### src/rtl/request_beat_serializer_if.sv
// Handshake bundle between the request FIFO, the beat serializer and the narrow downstream link.
// The slave view is the serializer; the master view drives it (FIFO side plus beat consumer).
interface request_beat_serializer_if #(
  parameter int unsigned SINGLE_ENTRY_WIDTH_IN_BITS = 32,
  parameter int unsigned BEAT_WIDTH_IN_BITS         = 8
);
  logic [SINGLE_ENTRY_WIDTH_IN_BITS-1:0] request_in;
  logic                                  request_valid_in;
  logic                                  issue_ack_out;
  logic [BEAT_WIDTH_IN_BITS-1:0]         beat_out;
  logic                                  beat_valid_out;
  logic                                  beat_last_out;
  logic                                  issue_ack_in;
  logic                                  is_busy_out;

  modport slave (
    input  request_in,
    input  request_valid_in,
    input  issue_ack_in,
    output issue_ack_out,
    output beat_out,
    output beat_valid_out,
    output beat_last_out,
    output is_busy_out
  );

  modport master (
    output request_in,
    output request_valid_in,
    output issue_ack_in,
    input  issue_ack_out,
    input  beat_out,
    input  beat_valid_out,
    input  beat_last_out,
    input  is_busy_out
  );
endinterface

### src/rtl/request_beat_serializer.sv
// Splits one wide FIFO entry into NUM_BEATS narrow beats, least-significant beat first.
// The entry is popped from the FIFO by a one-cycle issue_ack_out pulse at capture time.
module request_beat_serializer #(
  parameter int unsigned SINGLE_ENTRY_WIDTH_IN_BITS = 32,
  parameter int unsigned BEAT_WIDTH_IN_BITS         = 8,
  parameter int unsigned NUM_BEATS                  = 4,
  parameter int unsigned BEAT_CTR_WIDTH_IN_BITS     = 2
) (
  input  logic                     clk_in,
  input  logic                     reset_in,
  request_beat_serializer_if.slave bus_if
);

  localparam int unsigned EW = SINGLE_ENTRY_WIDTH_IN_BITS;
  localparam int unsigned BW = BEAT_WIDTH_IN_BITS;
  localparam int unsigned CW = BEAT_CTR_WIDTH_IN_BITS;
  localparam logic [CW-1:0] LAST_BEAT   = CW'(NUM_BEATS - 1);
  localparam logic [CW-1:0] PENULT_BEAT = CW'(NUM_BEATS - 2);

  typedef enum logic {
    IDLE = 1'b0,
    SEND = 1'b1
  } state_e;

  state_e        state_q;
  logic [EW-1:0] shift_q;
  logic [EW-1:0] shift_d;
  logic [CW-1:0] ctr_q;
  logic [BW-1:0] beat_q;
  logic          ack_q;
  logic          valid_q;
  logic          last_q;
  logic          busy_q;
  logic          beat_taken;

  assign shift_d    = shift_q >> BW;
  assign beat_taken = bus_if.issue_ack_in & valid_q;

  // Capture in IDLE, then walk the shift register one beat per downstream ack.
  always_ff @(posedge clk_in or posedge reset_in) begin
    if (reset_in) begin
      state_q <= IDLE;
      shift_q <= '0;
      ctr_q   <= '0;
      beat_q  <= '0;
      ack_q   <= 1'b0;
      valid_q <= 1'b0;
      last_q  <= 1'b0;
      busy_q  <= 1'b0;
    end else begin
      ack_q <= 1'b0;
      case (state_q)
        IDLE: begin
          if (bus_if.request_valid_in) begin
            shift_q <= bus_if.request_in;
            beat_q  <= bus_if.request_in[BW-1:0];
            ctr_q   <= '0;
            ack_q   <= 1'b1;
            valid_q <= 1'b1;
            last_q  <= 1'b0;
            busy_q  <= 1'b1;
            state_q <= SEND;
          end
        end
        SEND: begin
          // Stale request_valid_in during the ack cycle is deliberately ignored here.
          if (beat_taken) begin
            if (ctr_q == LAST_BEAT) begin
              valid_q <= 1'b0;
              last_q  <= 1'b0;
              busy_q  <= 1'b0;
              state_q <= IDLE;
            end else begin
              ctr_q   <= ctr_q + CW'(1);
              shift_q <= shift_d;
              beat_q  <= shift_d[BW-1:0];
              last_q  <= (ctr_q == PENULT_BEAT);
            end
          end
        end
      endcase
    end
  end

  assign bus_if.issue_ack_out  = ack_q;
  assign bus_if.beat_out       = beat_q;
  assign bus_if.beat_valid_out = valid_q;
  assign bus_if.beat_last_out  = last_q;
  assign bus_if.is_busy_out    = busy_q;

endmodule

### src/flat_wrapper.sv
// flat-port wrapper written by rule: the top's interface ports become plain ports
module request_beat_serializer_flat 
#(
  parameter int unsigned SINGLE_ENTRY_WIDTH_IN_BITS = 32,
  parameter int unsigned BEAT_WIDTH_IN_BITS         = 8,
  parameter int unsigned NUM_BEATS                  = 4,
  parameter int unsigned BEAT_CTR_WIDTH_IN_BITS     = 2
)
  (clk_in, reset_in, bus_if_request_in, bus_if_request_valid_in, bus_if_issue_ack_in, bus_if_issue_ack_out, bus_if_beat_out, bus_if_beat_valid_out, bus_if_beat_last_out, bus_if_is_busy_out);
  request_beat_serializer_if #(.SINGLE_ENTRY_WIDTH_IN_BITS(SINGLE_ENTRY_WIDTH_IN_BITS), .BEAT_WIDTH_IN_BITS(BEAT_WIDTH_IN_BITS)) bus_if_i ();
  input  logic clk_in;
  input  logic reset_in;
  input wire logic [$bits(bus_if_i.request_in)-1:0] bus_if_request_in;
  input wire logic [$bits(bus_if_i.request_valid_in)-1:0] bus_if_request_valid_in;
  input wire logic [$bits(bus_if_i.issue_ack_in)-1:0] bus_if_issue_ack_in;
  output wire logic [$bits(bus_if_i.issue_ack_out)-1:0] bus_if_issue_ack_out;
  output wire logic [$bits(bus_if_i.beat_out)-1:0] bus_if_beat_out;
  output wire logic [$bits(bus_if_i.beat_valid_out)-1:0] bus_if_beat_valid_out;
  output wire logic [$bits(bus_if_i.beat_last_out)-1:0] bus_if_beat_last_out;
  output wire logic [$bits(bus_if_i.is_busy_out)-1:0] bus_if_is_busy_out;
  assign bus_if_i.request_in = bus_if_request_in;
  assign bus_if_i.request_valid_in = bus_if_request_valid_in;
  assign bus_if_i.issue_ack_in = bus_if_issue_ack_in;
  assign bus_if_issue_ack_out = bus_if_i.issue_ack_out;
  assign bus_if_beat_out = bus_if_i.beat_out;
  assign bus_if_beat_valid_out = bus_if_i.beat_valid_out;
  assign bus_if_beat_last_out = bus_if_i.beat_last_out;
  assign bus_if_is_busy_out = bus_if_i.is_busy_out;
  request_beat_serializer #(.SINGLE_ENTRY_WIDTH_IN_BITS(SINGLE_ENTRY_WIDTH_IN_BITS), .BEAT_WIDTH_IN_BITS(BEAT_WIDTH_IN_BITS), .NUM_BEATS(NUM_BEATS), .BEAT_CTR_WIDTH_IN_BITS(BEAT_CTR_WIDTH_IN_BITS)) u_core (.clk_in(clk_in), .reset_in(reset_in), .bus_if(bus_if_i));
endmodule
### config.mk
export PLATFORM = sky130hd
export DESIGN_NAME = request_beat_serializer_flat
export DESIGN_NICKNAME = d
export VERILOG_FILES = /design/src/rtl/request_beat_serializer_if.sv /design/src/rtl/request_beat_serializer.sv /design/src/flat_wrapper.sv
export SDC_FILE = /design/constraint.sdc
export NUM_CORES = 1
export LEC_CHECK = 0
export BUFFER_PORTS_ARGS = -buffer_cell sky130_fd_sc_hd__buf_2
export CAP_MARGIN = 20
export CELL_PAD_IN_SITES_DETAIL_PLACEMENT = 1
export CELL_PAD_IN_SITES_GLOBAL_PLACEMENT = 2
export CORE_ASPECT_RATIO = 1.2
export CORE_UTILIZATION = 38
export CTS_CLUSTER_DIAMETER = 60
export DETAILED_ROUTE_END_ITERATION = 10
export PLACE_DENSITY = 0.92
export SETUP_SLACK_MARGIN = 0.05
export SYNTH_ARGS = -nofsm -noshare
export SYNTH_HDL_FRONTEND = slang
export SYNTH_SLANG_ARGS = --single-unit
### constraint.sdc
create_clock -name clk_in -period 3.3 [get_ports clk_in]
set_clock_uncertainty 0.2 [all_clocks]
set_input_delay 0.165 -clock clk_in [delete_from_list [all_inputs] [get_ports clk_in]]
set_output_delay 0.165 -clock clk_in [all_outputs]
set_load 0.05 [all_outputs]
* Word level (Yosys, flattened, before mapping)
Cells that the tools add are included.
** Storage, ports and cells
- Word-level logic and storage cells :: 44
- Output and inout port bits :: 12
- Input bits :: 36
- Register bits after elaboration :: 46
** Cells by class
- Eq/ne operators :: 6
- $add $sub $neg :: 1
- Reduce and logical (&&, ||, !) cells :: 3
- Multiplexer cells :: 25
- Bitwise operators :: 2
** Operators by type and width (count)
- $mux 32 :: 3
- $pmux 32 s2 :: 1
- $mux 8 :: 3
- $pmux 8 s2 :: 1
- $mux 1 :: 10
- $ne 2x2->1 const B :: 4
- $mux 2 :: 3
- $pmux 1 s2 :: 3
- $reduce_and 3->1 :: 2
- $eq 2x2->1 const B :: 2
- $pmux 2 s2 :: 1
- $add 2x1->2 const B :: 1
- $reduce_and 2->1 :: 1
- $and 1x1->1 :: 1
- $not 1->1 :: 1

* Depth between registers and ports, before layout
Gate-level depths: netlist of run 1.
- Word-level depth :: 4
- Gate-level depth with buffers :: 6
- Gate-level depth less buffers :: 4

* Worst setup path after synthesis of run 1
Ideal clock, no wire load.
- Path type :: register to register
- From :: reg u_core.valid_q, in the netlist u_core.bus_if.beat_valid_out
- To :: reg u_core.beat_q[0], in the netlist u_core.bus_if.beat_out[0]
- Clock period less this slack :: 1906 ps
- Library setup time :: 125 ps
- Path buffers :: 2
- Data required time :: 2975 ps
- Cell stages (with the launch flop) :: 6
- Slack :: 1394 ps
- Arrival time :: 1581 ps
- Cell sequence :: dfrtp_1 -> nand4b_1 -> nand2b_4 -> buf_6 -> buf_12 -> mux2_4
** On the way
- Word-level cells in the longest chain between the ends :: 3
** Ends and longest elaborated chain
- from (decl) :: line request_beat_serializer.sv:31 : logic valid_q;
- from (signal assigned) :: line request_beat_serializer.sv:47 : valid_q <= 1'b0;
- from (signal assigned) :: line request_beat_serializer.sv:59 : valid_q <= 1'b1;
- from (signal assigned) :: line request_beat_serializer.sv:69 : valid_q <= 1'b0;
- $and 1x1->1 :: line request_beat_serializer.sv:37 : assign beat_taken = bus_if.issue_ack_in & valid_q;
- $ne 2x2->1 (no source line)
- $reduce_and 3->1 (no source line)
- to (signal assigned) :: line request_beat_serializer.sv:56 : beat_q <= bus_if.request_in[BW-1:0];
- to (signal assigned) :: line request_beat_serializer.sv:76 : beat_q <= shift_d[BW-1:0];
- to (decl) :: line request_beat_serializer.sv:29 : logic [BW-1:0] beat_q;
No other way between the ends.
A chain may end at the register's enable or synchronous reset.

* Final worst setup path of run 1
- From :: reg u_core.ctr_q[0]
- To :: reg u_core.shift_q[7]
** On the way
- Word-level cells in the longest chain between the ends :: 3
** Ends and longest elaborated chain
- from (decl) :: line request_beat_serializer.sv:28 : logic [CW-1:0] ctr_q;
- from (signal assigned) :: line request_beat_serializer.sv:74 : ctr_q <= ctr_q + CW'(1);
- $eq 2x2->1 :: line request_beat_serializer.sv:68 : if (ctr_q == LAST_BEAT) begin
- $ne 2x2->1 (no source line)
- $reduce_and 3->1 (no source line)
- to (signal assigned) :: line request_beat_serializer.sv:55 : shift_q <= bus_if.request_in;
- to (signal assigned) :: line request_beat_serializer.sv:75 : shift_q <= shift_d;
- to (decl) :: line request_beat_serializer.sv:26 : logic [EW-1:0] shift_q;
No other way between the ends.

==> results of run 1 <==
==> through the flow <==
| step | hold slack, ns | util (%) | instance area [sq um] |
|---|---|---|---|
| floorplan | 0.06810 | - | 2012 |
| global placement | 0.2093 | 43.28 | 2168 |
| detailed placement | 0.2143 | 43.28 | 2168 |
| CTS | 0.02344 | 48.13 | 2411 |
| global route | 0.02934 | 48.68 | 2439 |
| finish | 0.03040 | 48.68 | 2439 |
==> sequential cells by signal, summed over array words and instances, names as in the netlist <==
signal	count
u_core.shift_q	25
u_core.bus_if.beat_out	7
u_core.ctr_q	2
u_core.bus_if.beat_last_out	1
u_core.bus_if.beat_valid_out	1
u_core.bus_if.issue_ack_out	1
u_core.state_q	1
==> repair_timing <==
item,in CTS,in global routing
endpoints found under the hold margin,34,0
hold buffers,10,0
gates resized for setup,0,0
==> worst paths after layout <==
path / startpoint / to / slack (ns) / cells past startpoint
setup reg to reg: u_core.ctr_q[0] / u_core.shift_q[7] / 1.23 / 4
min in group asynchronous: reset_in / u_core.shift_q[14] / 0.10 / 3
hold / removal: bus_if_request_in[1] / u_core.bus_if.beat_out[1] / 0.03 / 3
hold reg to reg: u_core.ctr_q[0] / u_core.ctr_q[0] / 0.30 / 1
setup / recovery: u_core.ctr_q[0] / u_core.shift_q[7] / 1.23 / 4
max in group asynchronous: reset_in / u_core.shift_q[10] / 2.19 / 5
==> critical path, delay by kind of cell (launching register included) <==
| kind | cells | cell delay [ns] |
|---|---|---|
| muxes | 1 | 0.39 |
| and+or+nand+nor | 2 | 0.71 |
| adders and majority gates | 1 | 0.24 |
| DFF | 1 | 0.40 |
==> layer usage <==
| metal | GRT usage (%) | up-vias | wire (microns) |
|---|---|---|---|
| li1 | - | 586 | - |
| met1 | 19.69 | 613 | 1704 |
| met2 | 26.47 | 34 | 2031 |
| met3 | 4.167 | 7 | 185 |
| met4 | 6.875 | 0 | 78 |
| met5 | 0 | - | 0 |
==> placed cells by master, fill, tap and decap left out, drive strengths merged, types with 2 or more instances in the layout <==
master       instances
buf                 50
mux2                50
dfrtp               38
inv                 10
dlygate4sd3         10
nand3b               8
o21ai                8
clkbuf               6
nor2                 2
ha                   2
bufinv               2
nor2b                2
==> layout make-up <==
class | count | area share [%]
clock buffers | 6 | 3.386
clock inverters | 2 | 2.463
inverters | 10 | 1.539
multi-input cells | 79 | 35.04
flip-flops and latches | 38 | 38.99
well taps | 60 | 3.079
repair buffers | 60 | 15.50
==> report_power, final <==
part           leakage [nW]  internal [mW]  switching, mW  total, mW
sequential            0.503          0.635          0.102      0.736
clock                0.0714          0.322          0.162      0.485
combinational         0.656          0.419          0.417      0.835
==> cell families (layout without fill, tap and decap cells) <==
logic type	Yosys count	after routing	synth area share, %
buf+inv	28	78	10.26
fa+ha+maj	2	2	1.244
simple gates	15	15	5.659
compound gates	11	11	3.172
mux	51	51	32.40
flops	38	38	47.26
==> flow_summary.yaml, run 1 <==
run_status:
  outcome: "complete, no violations"
sta:
  period_needed_ns: 2.066
  worst_slack_ns: 1.234
  drv_slew: 0
  rsz0062_at_grt: "false"
  fmax_mhz: 484.0
  setup_tns_ns: 0
  tightest_slew_ns: 0.5265
  maxSlewHeadroom_pct: 64.88
  fin_crit_sh_pct: 62.61
  hold_viol_final: 0
  setup_viol: 0
job:
  cap_violations: 0
global_routing:
  grt_pass1_wl_microns: 6499
  grt_max_degree: 38
  grt_antenna_before_repair: 0
  grt_pass1_vias: 1362
  grt_use_total_pct: 16.13
  grt_remaining_overflow: 0
setup_path:
  path_class: "flop to flop"
  path_max_fanout: 34
  slowest_stage: "nand2b_4"
  crit_required_ns: 3.28
  start_kind: "flop"
  path_cells: "ha_1, nand4b_1, nand2b_4, mux2_2"
  critPathArrivalTime_ns: 2.05
  critPathCaptureType: "flop"
  max_stage_delay_ns: 0.46
place:
  dp_slack_ns: 1.219
  numPlacedInstances: 236
  gp_congestion: 0.7054
  dpl.hpwl_microns: 2604
  portBuffers: 47
drt:
  wl_per_cell_microns: 15.68
  drt_first_pass_iters: 2
  wl_microns: 3999
  drcViolationCount: 0
  drt_iter0_drc: 42
  vias: 1240
  ant_nets: 0
  avgViaCountPerCell: 4.863
yosys:
  synth_commonest_cells: "dfrtp_1, mux2_2, mux2_4"
  synth.largest_area_cell: "dfrtp_1"
  syn_avg_cell_area_sq_um: 13.88
  async_reset_ff_share_pct: 100.0
  ys.flop_type: "dfrtp_1"
  ys_warn_count: 0
  ys_seq_elements: 38
  ys_types: 22
  synth_nets: 183
  yosysMostFrequentCell: "dfrtp_1"
  syn_inst: 145
  syn_area_sq_um: 2012
  synth-edff-count: 0
  synth_seq_area_share_pct: 47.26
  synthTopCellsByArea: "dfrtp_1, mux2_2, mux2_4"
  synth_top_cell_area_share_pct: 47.26
layout:
  drive_gt1_share_pct: 56.41
  finalNonFillerCells: 255
  register_area_sq_um: 950.9
  n_antenna_cell: 0
  fin_nets: 232
  multi_input_area_sq_um: 854.6
  syn2layout_area_growth_pct: 21.21
  fill_cells: 535
floorplanning:
  ios: 48
  die_width_microns: 68.43
  die_h_microns: 81.71
  rows: 28
  start_util_pct: 40.16
  core_area_sq_um: 5010
  dieArea_sq_um: 5591
power_and_ir_drop:
  powerDensity_nw_per_um2: 843.1
  vdd_drop_max_v: 0.0002340
  leakagePower_nw: 1.231
  totalPowerFinal_mw: 2.056
clocking:
  cts_buffers: 5
  post_cts_buffers: 0
  h-tree-depth: 2
  cts_buffer_depth: 2
  cts_tree: "done"
  clk_pin_slew_ns: 0.07
  root_buffer: "clkbuf_8"
  clk_latency_ns: 0.29
  cts.sinks: 38
worst_hold_path:
  hold_path.class: "primary input to flop"
Note: power is estimated with default switching activity, not from simulation.
==> inputs of run 2 (changes only) <==
ABC_AREA = 1   (was not set)
CORE_UTILIZATION = 29   (was 38)
PLACE_DENSITY = 0.87   (was 0.92)
clock period = 2 ns   (was 3.3 ns; I/O delays follow)
==> run 2 against run 1 <==
Non-clock buffer count is 26 higher; synthesized cell count up 90%; critical path depth increased by 2; sequential share of layout area decreased by 3.8 points; hold slack improved by 0.24 ns; flip-flop and latch count is the same; via count increased by 49%; worst setup slack worse by 0.97 ns; die area is 31% higher; sequential power grew 6.0%; combinational power fell by 86%; core utilization decreased by 8.8 points.
==> flow_summary.yaml, run 2 <==
clocking:
  clk_pin_slew_ns: 0.07
  cts_buffer_depth: 2
  post_cts_buffers: 0
  cts_tree: "done"
  cts.sinks: 38
  root_buffer: "clkbuf_8"
  h-tree-depth: 2
  cts_buffers: 5
  clk_latency_ns: 0.29
yosys:
  ys_seq_elements: 38
  synthTopCellsByArea: "dfrtp_1, nand2_1, nand3_1"
  yosysMostFrequentCell: "nand2_1"
  synth_seq_area_share_pct: 47.00
  synthAdderAreaFrac_pct: 1.237
  ys_types: 14
  ys_warn_count: 0
  syn_inst: 275
  synth_commonest_cells: "nand2_1, dfrtp_1, nand3_1"
  synth.largest_area_cell: "dfrtp_1"
  ys.flop_type: "dfrtp_1"
  syn_area_sq_um: 2023
  synthXorXnorAreaFrac_pct: 0
  synth-edff-count: 0
  syn_avg_cell_area_sq_um: 7.357
  synth_top_cell_area_share_pct: 47.00
  synth_compound_area_share_pct: 0.2474
  synth-simple-area-share_pct: 40.38
  synth_top_family_by_area: "simple AND/OR/NAND/NOR gates"
  async_reset_ff_share_pct: 100.0
  synth_nets: 313
  synth.area.mux_share_pct: 0
global_routing:
  grt_use_total_pct: 13.70
  grt_pass1_vias: 1772
  grt_remaining_overflow: 0
  grt_antenna_before_repair: 0
  grt_max_degree: 39
  grt_pass1_wl_microns: 7810
drt:
  wl_per_cell_microns: 10.87
  vias: 1844
  wl_microns: 4683
  drt_first_pass_iters: 4
  avgViaCountPerCell: 4.278
  drt_iter0_drc: 69
  drcViolationCount: 0
  ant_nets: 0
sta:
  fin_crit_sh_pct: 86.90
  tightest_slew_ns: 0.4834
  setup_viol: 0
  drv_slew: 0
  worst_slack_ns: 0.2619
  period_needed_ns: 1.738
  fmax_mhz: 575.3
  hold_viol_final: 0
  setup_tns_ns: 0
  maxSlewHeadroom_pct: 67.77
  rsz0062_at_grt: "false"
layout:
  final_cell_mix: "nand2_1, buf_2, dfrtp_1, nand3_1, dlygate4sd3_1"
  fill_cells: 881
  n_antenna_cell: 0
  fin_area_sq_um: 2701
  largest_register: "u_core.shift_q"
  syn2layout_area_growth_pct: 33.52
  largest_reg_flops: 25
  drive_gt1_share_pct: 18.60
  fin_nets: 382
  final_common_cell: "nand2_1"
setup_path:
  critPathArrivalTime_ns: 1.72
  crit_end: "u_core.shift_q[24]"
  path_max_fanout: 35
  max_stage_delay_ns: 0.48
  critPathTopFamily: "simple AND/OR/NAND/NOR gates"
  start_kind: "flop"
  slowest_stage: "dfrtp_1"
  ff2ff_setup_slack_ns: 0.26
  path_cells: "inv_6, nand2_4, nand2_8, nand2_8, nand2_1, nand2_1"
  cp_num_buf_inv: 1
  path_class: "flop to flop"
  r2r_end: "u_core.shift_q[24]"
  critPathCaptureType: "flop"
  timing.rr.start: "u_core.state_q"
  crit_required_ns: 1.98
  startpoint: "u_core.state_q"
  cp_num_cells: 6
  reg2reg_depth: 6
floorplanning:
  start_util_pct: 29.88
  ios: 48
  die_width_microns: 78.25
  dieArea_sq_um: 7316
  die_h_microns: 93.50
  rows: 33
  core_area_sq_um: 6771
power_and_ir_drop:
  seqPwrFrac_pct: 49.8
  combPwrFrac_pct: 7.7
  p_switching_uw: 313.3
  power_frac_clock_pct: 42.4
  swShare_pct: 20.01
  vdd_drop_max_v: 0.0002938
  leakagePower_nw: 1.414
  powerDensity_nw_per_um2: 579.5
  totalPowerFinal_mw: 1.566
  p_int_mw: 1.252
place:
  portBuffers: 47
  gp_congestion: 0.7386
  dpl_cell_area_sq_um: 2230
  dp_slack_ns: 0.1556
  dpl.hpwl_microns: 2910
job:
  cap_violations: 0
worst_hold_path:
  hold_path.class: "primary input to asynchronous set/reset pin"
run_status:
  outcome: "complete, no violations"
-- run 2: changes by cell type after synthesis, sizes merged, moves of 4 or more --
cell and change:
nand2 +147, mux2 -50, nand3 +36, nor2 +10, nand3b -8, o21ai -8
buf +7, inv +4
-- run 2: per-layer routing --
layer | vias up | wire length (microns) | track usage (%)
met5 | - | 0 | 0
met4 | 0 | 66 | 4.630
met3 | 5 | 157 | 2.634
met2 | 37 | 2474 | 26.17
met1 | 831 | 1984 | 14.89
li1 | 971 | - | -
-- run 2: timing repair --
item,4_1_cts,5_1_grt
endpoints found under the hold margin,73,0
hold buffers,35,0
resized for setup,0,1
setup endpoints to repair,0,11
-- run 2: tightest hold or removal path, delay by kind of cell --
kind / cells / cell delay (ns)
buf+inv: 4 / 1.10
-- run 2: worst min path at each step --
| stage | start | endpoint | slack, ns |
|---|---|---|---|
| 2_1_floorplan | bus_if_request_valid_in | u_core.bus_if.issue_ack_out | 0.06 |
| 3_3_place_gp | reset_in | u_core.bus_if.beat_out[2] | 0.05 |
| 3_5_place_dp | reset_in | u_core.bus_if.beat_out[6] | 0.05 |
| 4_1_cts | u_core.bus_if.beat_out[4] | u_core.bus_if.beat_out[4] | 0.27 |
| 5_1_grt | u_core.bus_if.beat_out[4] | u_core.bus_if.beat_out[4] | 0.29 |
| 6_report | reset_in | u_core.bus_if.beat_out[2] | 0.27 |
-- run 2: cells by family after synthesis --
logic type	count (synthesis)
buffers and inverters	38
AOI/OAI and AO/OA	1
DFF	38
and+or+nand+nor	196
adders and majority gates	2
-- run 2: power groups by stage --
stage / Combinational, mW / Clock [mW] / Sequential (mW)
6_report: 0.121 / 0.664 / 0.780
4_1_cts: 0.124 / 0.684 / 0.780
3_3_place_gp: 0.0716 / 0 / 0.795
5_1_grt: 0.136 / 0.708 / 0.781
2_1_floorplan: 0.0269 / 0 / 0.794
3_5_place_dp: 0.0715 / 0 / 0.795
-- run 2: area by class of cell --
cell class | count | area (sq um) | share of cell area [%]
Clock buffer | 6 | 82.58 | 3.057
Clock inverter | 1 | 30.03 | 1.112
Inverter | 14 | 57.56 | 2.131
Multi-Input combinational cell | 199 | 855.8 | 31.68
Sequential cell | 38 | 950.9 | 35.20
Tap cell | 87 | 108.9 | 4.030
Timing Repair Buffer | 86 | 615.6 | 22.79
-- run 2: stage by stage --
| step | hold slack (ns) | utilization [%] | instances |
|---|---|---|---|
| 6_report | 0.2673 | 39.89 | 431 |
| 5_1_grt | 0.2918 | 39.89 | 431 |
| 4_1_cts | 0.2731 | 39.76 | 431 |
| 3_5_place_dp | 0.05161 | 32.93 | 389 |
| 3_3_place_gp | 0.04670 | 32.93 | 389 |
| 2_1_floorplan | 0.06209 | - | 275 |
